$ cat config.mk
export PLATFORM = sky130hd
export DESIGN_NAME = seq_detector
export DESIGN_NICKNAME = d
export VERILOG_FILES = /design/src/rtl/seq_det_pkg.sv /design/src/rtl/seq_detector_sat_counter.sv /design/src/rtl/seq_detector.sv
export SDC_FILE = /design/constraint.sdc
export NUM_CORES = 1
export LEC_CHECK = 0
export ABC_AREA = 1
export BUFFER_PORTS_ARGS = -buffer_cell sky130_fd_sc_hd__buf_2
export CORE_MARGIN = 4
export CORE_UTILIZATION = 45
export CTS_CLUSTER_DIAMETER = 120
export DETAILED_ROUTE_END_ITERATION = 16
export GPL_ROUTABILITY_DRIVEN = 1
export PLACE_DENSITY = 0.67
export SYNTH_ARGS = -nofsm -noshare
export SYNTH_HDL_FRONTEND = slang
export SYNTH_SLANG_ARGS = --single-unit
$ cat constraint.sdc
create_clock -name clk -period 1.8 [get_ports clk]
set_input_delay 0.18 -clock clk [delete_from_list [all_inputs] [get_ports clk]]
set_output_delay 0.18 -clock clk [all_outputs]
set_load 0.1 [all_outputs]
$ cat src/rtl/seq_det_pkg.sv
// Shared types and helpers for the serial pattern detector.
package seq_det_pkg;

  typedef enum logic [1:0] {
    S_FILL,
    S_HUNT,
    S_HIT
  } seq_state_t;

  localparam int PAT_W_MIN = 2;
  localparam int PAT_W_MAX = 16;

  // Bits needed to hold a fill count of 0..pat_w inclusive.
  function automatic int fill_width(input int pat_w);
    return $clog2(pat_w + 1);
  endfunction

endpackage

$ cat src/rtl/seq_detector_sat_counter.sv
// Saturating up-counter with synchronous clear; holds at all-ones, never wraps.
// Latency: count updates on the incrementing edge.
module sat_counter #(
  parameter int W = 8
) (
  input  logic         clk,
  input  logic         reset,
  input  logic         clr,
  input  logic         inc,
  output logic [W-1:0] q
);

  logic [W-1:0] cnt_q;
  logic [W-1:0] cnt_d;

  always_comb begin
    cnt_d = cnt_q;
    if (clr) begin
      cnt_d = '0;
    end else if (inc && (cnt_q != {W{1'b1}})) begin
      cnt_d = cnt_q + 1'b1;
    end
  end

  always_ff @(posedge clk or posedge reset) begin
    if (reset) begin
      cnt_q <= '0;
    end else begin
      cnt_q <= cnt_d;
    end
  end

  assign q = cnt_q;

endmodule

$ cat src/rtl/seq_detector.sv
// Serial bit-pattern detector with overlap/flush modes and saturating match count.
// Latency: match pulses one cycle after the accepting edge; en=0 holds the window.
module seq_detector
  import seq_det_pkg::*;
#(
  parameter int               PAT_W   = 4,
  parameter logic [PAT_W-1:0] PATTERN = 4'b1011,
  parameter int               CNT_W   = 8
) (
  input  logic                         clk,
  input  logic                         reset,
  input  logic                         en,
  input  logic                         din,
  input  logic                         overlap,
  input  logic                         clear,
  output logic                         match,
  output logic [CNT_W-1:0]             match_cnt,
  output logic [fill_width(PAT_W)-1:0] fill
);

  localparam int             FW   = fill_width(PAT_W);
  localparam logic [FW-1:0]  FULL = FW'(PAT_W);

  generate
    if (PAT_W < PAT_W_MIN || PAT_W > PAT_W_MAX) begin : g_bad_pat_w
      $error("seq_detector: PAT_W must be in 2..16");
    end
  endgenerate

  seq_state_t       state_q, state_d;
  logic [PAT_W-1:0] window_q, window_d;
  logic [FW-1:0]    fill_q, fill_d;

  logic             accept;
  logic [PAT_W-1:0] win_shift;
  logic [FW-1:0]    fill_inc;
  logic             hit;

  assign accept    = en & ~clear;
  assign win_shift = {window_q[PAT_W-2:0], din};
  assign fill_inc  = (fill_q == FULL) ? fill_q : fill_q + 1'b1;
  assign hit       = accept && (fill_inc == FULL) && (win_shift == PATTERN);

  always_comb begin
    state_d  = state_q;
    window_d = window_q;
    fill_d   = fill_q;
    if (clear) begin
      state_d  = S_FILL;
      window_d = '0;
      fill_d   = '0;
    end else if (accept) begin
      window_d = win_shift;
      fill_d   = fill_inc;
      if (hit) begin
        state_d = S_HIT;
        // Non-overlapping: flush wins over the shift on the hit edge.
        if (!overlap) begin
          window_d = '0;
          fill_d   = '0;
        end
      end else begin
        state_d = (fill_inc == FULL) ? S_HUNT : S_FILL;
      end
    end else if (state_q == S_HIT) begin
      state_d = overlap ? S_HUNT : S_FILL;
    end
  end

  always_ff @(posedge clk or posedge reset) begin
    if (reset) begin
      state_q  <= S_FILL;
      window_q <= '0;
      fill_q   <= '0;
    end else begin
      state_q  <= state_d;
      window_q <= window_d;
      fill_q   <= fill_d;
    end
  end

  sat_counter #(
    .W (CNT_W)
  ) u_match_cnt (
    .clk   (clk),
    .reset (reset),
    .clr   (clear),
    .inc   (hit),
    .q     (match_cnt)
  );

  assign match = (state_q == S_HIT);
  assign fill  = fill_q;

endmodule
==> out/qor.txt, run 1 <==
Outcome = finished clean
Final Hold Violating Endpoints = 0
Sw Ratio = 0.303
Routability cong. = 0.726
Min Tclk post-route = 1.68 ns
Clock Sinks = 16
HP Class = input port to register
Cell count after synthesis = 133
Share of cells above drive strength 1 = 0.293
Slew @ Worst Pin = 0.615 ns
Final period utilization = 0.935
Routed vias/inst = 4.96
CTS root buf = clkbuf_4
Global-route wire length before repair = 3480 µm
Max VDD drop = 388 µV
Core box area = 2040 µm²
Simple-gate share of the synthesized area = 0.372
FF-to-FF End = u_match_cnt.q[6]$_DFFE_PP0P_
CTS tree = yes
Post-Synth Adder-Cell Area = 0.0374
Hold WS = 0.170 ns
Comb pwr share = 0.203
DRC viols = 0
Vias = 912
Drt wl/cell = 11.2 µm
Critical Setup Path Class = register to register
Worst-Skew Late Latency = 0.28 ns
Initial antenna violation count = 0
Layout Area Growth over Synthesis = 22.5%
IO Port Bufs = 17
Fmax = 594 MHz
Max_slew headroom = 0.589
Setup Viol. Count Final = 0
Iteration-0 DRC Markers = 17
Remaining global-route overflow = 0
Post-DP HPWL = 1530 µm
Clk slew on worst S/H paths = 0.09 ns
Int Pwr = 0.503 mW
Synth Area in Compound Gates = 0.0535
Antenna viol nets, final = 0
Seq pwr share = 0.528
Vias in the first global route = 793
Clock Path Buffers = 2
Synth Cell Area = 1000 µm²
Synth Register Bits = 16
NetSw = 0.218 mW
Critical-path maximum fanout = 8
FP Rows = 16
R2R depth = 8
Largest area contributor in the netlist = dfrtp_1
WP data required = 1.98 ns
Max-slew violations = 0
Syn_nets = 142
Initial Utilization = 0.492
Worst hold stages = 3
Top cells by area, synth = dfrtp_1 (40%), nand2_1 (13%), nand3_1 (12%)
Yosys top cell area share = 0.399
Static leakage = 0.660 nW
Clk pwr share = 0.269
Crit path arrival time = 1.86 ns
Sequential element share of the synthesized area = 0.399
Kind of start point of the critical path = register
RSZ-0062 raised after global routing = no
Max Clock Skew = 0.00555 ns
# nets final = 167
Die height = 55.3 µm
Synth Area in XOR/XNOR = 0.0436
Die area = 3050 µm²
Max H-tree Level = 1
Ant diodes = 0
Post-Route WL = 2050 µm
Total GRT Usage = 0.142
Die Wd = 55.3 µm
TritonCTS buffer count = 3
Final Non-Filler Cells = 184
DRT Pass-1 Iters = 4
Hold Crit Start = din
IO Count = 18
Synthesized area per cell = 7.55 µm²
Reported max-cap violation count = 0
Pwr Density = 586 nW/µm²
RR Startpoint = fill[0]$_DFFE_PP0P_
CP Capture Type = register
Post-synthesis mux area share = 0
R2R Setup Slk = 0.12 ns
Main combinational cell family by area after synthesis = simple AND/OR/NAND/NOR gates
Worst Hold Endpoint = window_q[0]$_DFFE_PP0P_
YS warnings = 0
Cells after DPL = 177
Largest net degree at the start of global routing = 18
Synth cell types = 20
==> state kept, by name (all words and copies together), names as in the netlist <==
name / flops
u_match_cnt.q: 8
fill: 3
window_q: 3
state_q: 2
==> what timing repair did <==
item                                   4_1_cts  5_1_grt
endpoints found under the hold margin       16        0
resized for setup                            1        7
hold buffers                                 1        0
pin swaps                                    0        3
buffers inserted                             0        2
setup endpoints to repair                    8       11
==> Yosys cell counts (all sizes together) <==
library cell / instances
nand3: 25
nand4: 3
dfrtp: 16
nand2: 36
inv: 23
xor2: 4
xnor2: 1
nor2: 12
o22ai: 2
clkinv: 1
buf: 1
o21ai: 6
ha: 3
==> metal layers <==
metal  wire (µm)  track usage  up-vias
li1            -            -      475
met1         992        0.194      413
met2         945        0.216       18
met3          82       0.0280        6
met4          33       0.0625        0
met5           0            0        -
==> worst max-delay path: stages, from the launching register on <==
cell     delay, ns
dfrtp_4       0.52
inv_4         0.09
ha_4          0.16
nand2_2       0.10
o21ai_4       0.22
buf_4         0.15
nand4_4       0.15
nand3_1       0.12
nand2_1       0.07
==> cells in the final DEF (no fill, tap or decap), types with 3 or more instances in the layout <==
| cell | instances |
|---|---|
| buf_2 | 17 |
| buf_4 | 3 |
| clkbuf_4 | 3 |
| dfrtp_1 | 8 |
| dfrtp_2 | 6 |
| inv_1 | 21 |
| nand2_1 | 35 |
| nand3_1 | 24 |
| nor2_1 | 5 |
| nor2_2 | 5 |
| o21ai_1 | 3 |
| xor2_1 | 4 |
==> worst max path at each step <==
stage / startpoint / endpoint / slack (ns) / cells past startpoint
final: fill[0]$_DFFE_PP0P_ / u_match_cnt.q[6]$_DFFE_PP0P_ / 0.12 / 8
after global routing: fill[1]$_DFFE_PP0P_ / u_match_cnt.q[0]$_DFFE_PP0P_ / 0.008 / 8
after CTS: fill[1]$_DFFE_PP0P_ / u_match_cnt.q[0]$_DFFE_PP0P_ / 0.02 / 9
after detailed placement: fill[0]$_DFFE_PP0P_ / u_match_cnt.q[6]$_DFFE_PP0P_ / -0.005 / 9
after global placement: fill[1]$_DFFE_PP0P_ / u_match_cnt.q[0]$_DFFE_PP0P_ / 0.07 / 9
after floorplan: fill[0]$_DFFE_PP0P_ / u_match_cnt.q[5]$_DFFE_PP0P_ / 0.02 / 9
==> power by group through the flow <==
stage	clock [mW]	sequential [mW]	combinational, mW
2_1_floorplan	0	0.418	0.0616
6_report	0.194	0.381	0.146
5_1_grt	0.216	0.383	0.159
3_3_place_gp	0	0.386	0.119
4_1_cts	0.203	0.380	0.124
3_5_place_dp	0	0.387	0.121
==> cells by family (layout without fill, tap and decap cells) <==
logic type      count (synthesis)  count (layout)
simple gates                   76              76
buf+inv                        25              49
flops                          16              16
fa+ha+maj                       3               3
compound gates                  8               8
xor+xnor                        5               5
==> final cells by class <==
type	instances	area, µm²
fillers	197	811
multi-input cells	92	546
flip-flops and latches	16	415
repair buffers	21	118
inverters	24	92.6
well taps	27	33.8
clock buffers	4	26.3
==> per-stage QoR <==
| step | power (mW) | util | area [µm²] | setup WS [ns] | setup TNS [ns] |
|---|---|---|---|---|---|
| finish | 0.721 | 0.603 | 1230 | 0.117 | 0 |
| global placement | 0.505 | 0.560 | 1140 | 0.0732 | 0 |
| CTS | 0.706 | 0.579 | 1180 | 0.0207 | 0 |
| floorplan | 0.480 | - | 1020 | 0.0193 | 0 |
| detailed placement | 0.508 | 0.560 | 1140 | -0.00480 | -0.00480 |
| global route | 0.758 | 0.603 | 1230 | 0.00816 | 0 |
No activity file was read; power rests on OpenSTA's default activity.
==> run 2: changes to the inputs <==
--- a/config.mk
+++ b/config.mk
@@ -12,7 +12,7 @@
 export CTS_CLUSTER_DIAMETER = 120
 export DETAILED_ROUTE_END_ITERATION = 16
 export GPL_ROUTABILITY_DRIVEN = 1
-export PLACE_DENSITY = 0.67
+export PLACE_DENSITY = 0.69
 export SYNTH_ARGS = -nofsm -noshare
 export SYNTH_HDL_FRONTEND = slang
 export SYNTH_SLANG_ARGS = --single-unit
==> constraint.sdc (replaced) <==
create_clock -name clk -period 1.5 [get_ports clk]
set_input_delay 0.3 -clock clk [delete_from_list [all_inputs] [get_ports clk]]
set_output_delay 0.3 -clock clk [all_outputs]
set_load 0.1 [all_outputs]
==> run 2 against run 1 <==
The flow now finishes with violations (setup timing). Design area increased by 15%. Die area did not move. Routed wire length increased by 9.0%. Critical path type unchanged. Critical endpoint is now u_match_cnt.q[5]$_DFFE_PP0P_. Highest routed layer unchanged.
==> out/qor.txt, run 2 (synthesized netlist as in run 1, its figures left out) <==
Outcome = finished with violations
Violated checks = setup timing
Total GRT Usage = 0.153
Final Hold Violating Endpoints = 0
Commonest non-fill, non-tap cells in the layout = nand2_1 (34), nand3_1 (24), inv_1 (21)
Slew @ Worst Pin = 0.485 ns
Reported max-cap violation count = 0
Critical Setup Path Class = register to register
Static leakage = 0.733 nW
Antenna viol nets, final = 0
Initial Utilization = 0.492
Max reg flops = 8
HP Class = input port to register
Share of cells above drive strength 1 = 0.355
Die Wd = 55.3 µm
Routed vias/inst = 4.87
Post-route setup slack = -0.127 ns
Iteration-0 DRC Markers = 17
Design area = 1410 µm²
Setup Viol. Count Final = 12
Cells after DPL = 189
Util after Layout = 0.691
WP data required = 1.69 ns
RSZ-0062 raised after global routing = yes
DRC viols = 0
Max_slew headroom = 0.679
Worst-Skew Late Latency = 0.29 ns
Max H-tree Level = 1
FP Rows = 16
Critical-path maximum fanout = 8
Global-route wire length before repair = 3840 µm
Post-DP HPWL = 1730 µm
TritonCTS buffer count = 3
DRT Pass-1 Iters = 4
Kind of start point of the critical path = register
CP Capture Type = register
Hold WS = 0.289 ns
Pwr Density = 657 nW/µm²
Max-slew violations = 0
Drt wl/cell = 11.4 µm
Die area = 3050 µm²
Die height = 55.3 µm
Clk slew on worst S/H paths = 0.11 ns
CTS tree = yes
Total power = 0.927 mW
Post-Route WL = 2240 µm
Clock Path Buffers = 2
Setup TNS = -1.27 ns
Commonest non-fill, non-tap cell in the layout = nand2_1
CTS root buf = clkbuf_4
Max VDD drop = 585 µV
Crit path arrival time = 1.81 ns
IO Count = 18
Layout Area Growth over Synthesis = 40.3%
Min Tclk post-route = 1.63 ns
Final Non-Filler Cells = 196
Pre-CTS setup slack = -0.116 ns
IO Port Bufs = 17
Clock Sinks = 16
Max Clock Skew = 0.0112 ns
Initial antenna violation count = 0
Vias in the first global route = 887
Placed Area = 1330 µm²
Routability cong. = 0.782
Ant diodes = 0
Final period utilization = 1.08
Largest net degree at the start of global routing = 18
Vias = 955
Core box area = 2040 µm²
Fmax = 615 MHz
# nets final = 179
Remaining global-route overflow = 0
## run 2: worst max-delay path: stages (launching register included)
cell and delay (ns):
dfrtp_4 0.51, inv_4 0.07, ha_4 0.16, nand2_4 0.07, o21ai_4 0.22, buf_4 0.16, nand4_4 0.15, nand3_1 0.11
nand2_1 0.07
## run 2: metal layers
layer | up-vias | track usage | share of wire
met5 | - | 0 | 0
li1 | 499 | - | -
met1 | 440 | 0.205 | 0.49
met4 | 0 | 0.0521 | 0.0076
met3 | 2 | 0.0233 | 0.021
met2 | 14 | 0.248 | 0.48
## run 2: repair_timing
action / 4_1_cts / 5_1_grt
setup endpoints to repair: 13 / 16
pin swaps: 3 / 1
hold buffers: 1 / 0
gates cloned: 0 / 0
setup buffers: 0 / 2
gates resized for setup: 1 / 7
hold endpoints to repair: 8 / 0
## run 2: path summary, 6_finish.rpt
check / start / end / slack [ns] / depth (start not counted)
worst max-delay path: fill[1]$_DFFE_PP0P_ / u_match_cnt.q[5]$_DFFE_PP0P_ / -0.13 / 8
worst min-delay path: din / window_q[0]$_DFFE_PP0P_ / 0.29 / 3
worst max register to register: fill[1]$_DFFE_PP0P_ / u_match_cnt.q[5]$_DFFE_PP0P_ / -0.13 / 8
worst min register to register: window_q[1]$_DFFE_PP0P_ / window_q[1]$_DFFE_PP0P_ / 0.50 / 2
max in group asynchronous: reset / fill[0]$_DFFE_PP0P_ / 0.75 / 4
min in group asynchronous: reset / u_match_cnt.q[1]$_DFFE_PP0P_ / 0.54 / 4
## run 2: layout make-up
type,instances,area (µm²)
Fill cell,181,632
Multi-Input combinational cell,92,553
Sequential cell,16,422
Timing Repair Buffer,33,280
Inverter,24,95.1
Tap cell,27,33.8
Clock buffer,4,26.3
## run 2: power breakdown
| group | total, mW | switching, mW | internal, mW |
|---|---|---|---|
| Clock | 0.249 | 0.146 | 0.103 |
| Combinational | 0.222 | 0.131 | 0.0908 |
| Sequential | 0.456 | 0.0120 | 0.444 |
==> run 3: changes to the inputs <==
==> constraint.sdc (replaced) <==
create_clock -name clk -period 1.35 [get_ports clk]
set_input_delay 0.27 -clock clk [delete_from_list [all_inputs] [get_ports clk]]
set_output_delay 0.27 -clock clk [all_outputs]
set_load 0.1 [all_outputs]
==> run 3 against run 2 <==
Critical path depth did not move. Global-route usage rose by 2.9 points. Critical endpoint is now u_match_cnt.q[6]$_DFFE_PP0P_. The run still ends with setup timing left. Largest cell class unchanged. Sequential share of layout area fell by 4.8 points. Core utilization rose by 13 points. Die area did not move. Sequential power rose by 11%.
==> out/qor.txt, run 3 (synthesized netlist as in run 1, its figures left out) <==
Outcome = finished with violations
Violated checks = setup timing
Core box area = 2040 µm²
RSZ-0062 raised after global routing = yes
Setup TNS = -3.88 ns
Total power = 1.14 mW
NetSw = 0.345 mW
Cells after DPL = 201
Routability cong. = 0.792
Commonest non-fill, non-tap cells in the layout = nand2_1 (33), buf_4 (25), nand3_1 (22)
IO Count = 18
Hold WS = 0.245 ns
CTS root buf = clkbuf_4
IO Port Bufs = 17
Hold Crit Start = din
Post-route setup slack = -0.322 ns
Crit path arrival time = 1.91 ns
Setup Viol. Count Final = 17
HP Class = input port to register
Final period utilization = 1.24
Seq pwr share = 0.446
Max-slew violations = 0
TritonCTS buffer count = 3
Vias = 1,098
Clock Path Buffers = 2
Max_slew headroom = 0.802
Util after Layout = 0.822
Initial Utilization = 0.492
Reported max-cap violation count = 0
Drt wl/cell = 13.9 µm
CP Capture Type = register
Max H-tree Level = 1
Max reg flops = 8
Routed vias/inst = 5.20
Layout fillers = 126
WP data required = 1.58 ns
RR Startpoint = fill[0]$_DFFE_PP0P_
Worst Hold Endpoint = window_q[0]$_DFFE_PP0P_
Total GRT Usage = 0.182
GRT met3 Usage = 0.0303
Pwr Density = 678 nW/µm²
GR Layer Usage met2 = 0.307
Max VDD drop = 691 µV
Clk pwr share = 0.288
Clock Sinks = 16
Remaining global-route overflow = 0
Commonest non-fill, non-tap cell in the layout = nand2_1
Fmax = 598 MHz
Die Wd = 55.3 µm
DRC viols = 0
Post-DP HPWL = 1970 µm
Placed Area = 1540 µm²
Share of cells above drive strength 1 = 0.440
FP Rows = 16
CTS tree = yes
FF-to-FF End = u_match_cnt.q[6]$_DFFE_PP0P_
Kind of start point of the critical path = register
Vias in the first global route = 1,030
Final Hold Violating Endpoints = 0
Largest net degree at the start of global routing = 18
Sw Ratio = 0.303
Antenna viol nets, final = 0
R2R Setup Slk = -0.32 ns
Min Tclk post-route = 1.67 ns
Global-route wire length before repair = 4510 µm
Die height = 55.3 µm
# nets final = 194
Clk slew on worst S/H paths = 0.10 ns
Static leakage = 0.841 nW
Layout Area Growth over Synthesis = 67.1%
Slew @ Worst Pin = 0.297 ns
Iteration-0 DRC Markers = 29
Final Non-Filler Cells = 211
Post-Route WL = 2930 µm
Grt peak-use layer = met2
Max Clock Skew = 0.00104 ns
Die area = 3050 µm²
Met1 usage = 0.226
R2R depth = 8
DRT Pass-1 Iters = 4
Worst hold stages = 3
Int Pwr = 0.794 mW
Critical-path maximum fanout = 8
Ant diodes = 0
Initial antenna violation count = 0
Pre-CTS setup slack = -0.293 ns
Worst-Skew Late Latency = 0.29 ns
Critical Setup Path Class = register to register
Design area = 1680 µm²
Comb pwr share = 0.266
-- run 3: changes by cell type in the layout (fill, tap and decap cells not counted), sizes merged --
| cell | before | now |
|---|---|---|
| buf | 28 | 47 |
| clkbuf | 8 | 4 |
-- run 3: worst max-delay path, stage by stage, from the launching register on --
cell and delay (ns):
dfrtp_4 0.52, inv_4 0.08, ha_4 0.17, nand2_4 0.08
o21ai_4 0.20, nand4_4 0.18, nor2_8 0.19, nand3_1 0.12
nand2_1 0.08
-- run 3: layer usage --
| layer | vias to the layer above | part of all wire |
|---|---|---|
| met5 | - | 0 |
| met4 | 0 | 0.033 |
| met3 | 14 | 0.056 |
| met2 | 63 | 0.50 |
| met1 | 498 | 0.41 |
| li1 | 523 | - |
-- run 3: worst max path at each step --
stage                         from                      endpoint  slack [ns]  cells past startpoint
3_5_place_dp   fill[0]$_DFFE_PP0P_  u_match_cnt.q[0]$_DFFE_PP0P_       -0.29                      8
3_3_place_gp   fill[1]$_DFFE_PP0P_  u_match_cnt.q[1]$_DFFE_PP0P_       -0.20                      8
5_1_grt        fill[0]$_DFFE_PP0P_  u_match_cnt.q[2]$_DFFE_PP0P_       -0.40                      8
4_1_cts        fill[0]$_DFFE_PP0P_  u_match_cnt.q[3]$_DFFE_PP0P_       -0.25                      8
6_report       fill[0]$_DFFE_PP0P_  u_match_cnt.q[6]$_DFFE_PP0P_       -0.32                      8
2_1_floorplan  fill[0]$_DFFE_PP0P_  u_match_cnt.q[4]$_DFFE_PP0P_       -0.33                      8
-- run 3: power groups by stage --
| stage | Combinational [mW] | Clock [mW] | Sequential, mW |
|---|---|---|---|
| after floorplan | 0.0951 | 0 | 0.561 |
| after global placement | 0.242 | 0 | 0.516 |
| after detailed placement | 0.248 | 0 | 0.518 |
| after CTS | 0.273 | 0.326 | 0.508 |
| after global routing | 0.320 | 0.349 | 0.510 |
| final | 0.303 | 0.328 | 0.508 |
-- run 3: cell type report --
cell class	count	area [µm²]	share of cell area
Multi-Input combinational cell	92	573	0.341
Timing Repair Buffer	48	519	0.309
Sequential cell	16	422	0.251
Inverter	24	95.1	0.0566
Clock buffer	4	36.3	0.0216
Tap cell	27	33.8	0.0201
-- run 3: timing repair --
action,4_1_cts,5_1_grt
pin swaps,5,1
endpoints found under the hold margin,16,0
endpoints found under the setup margin,19,21
hold buffers,1,0
setup buffers,2,3
resized for setup,10,5
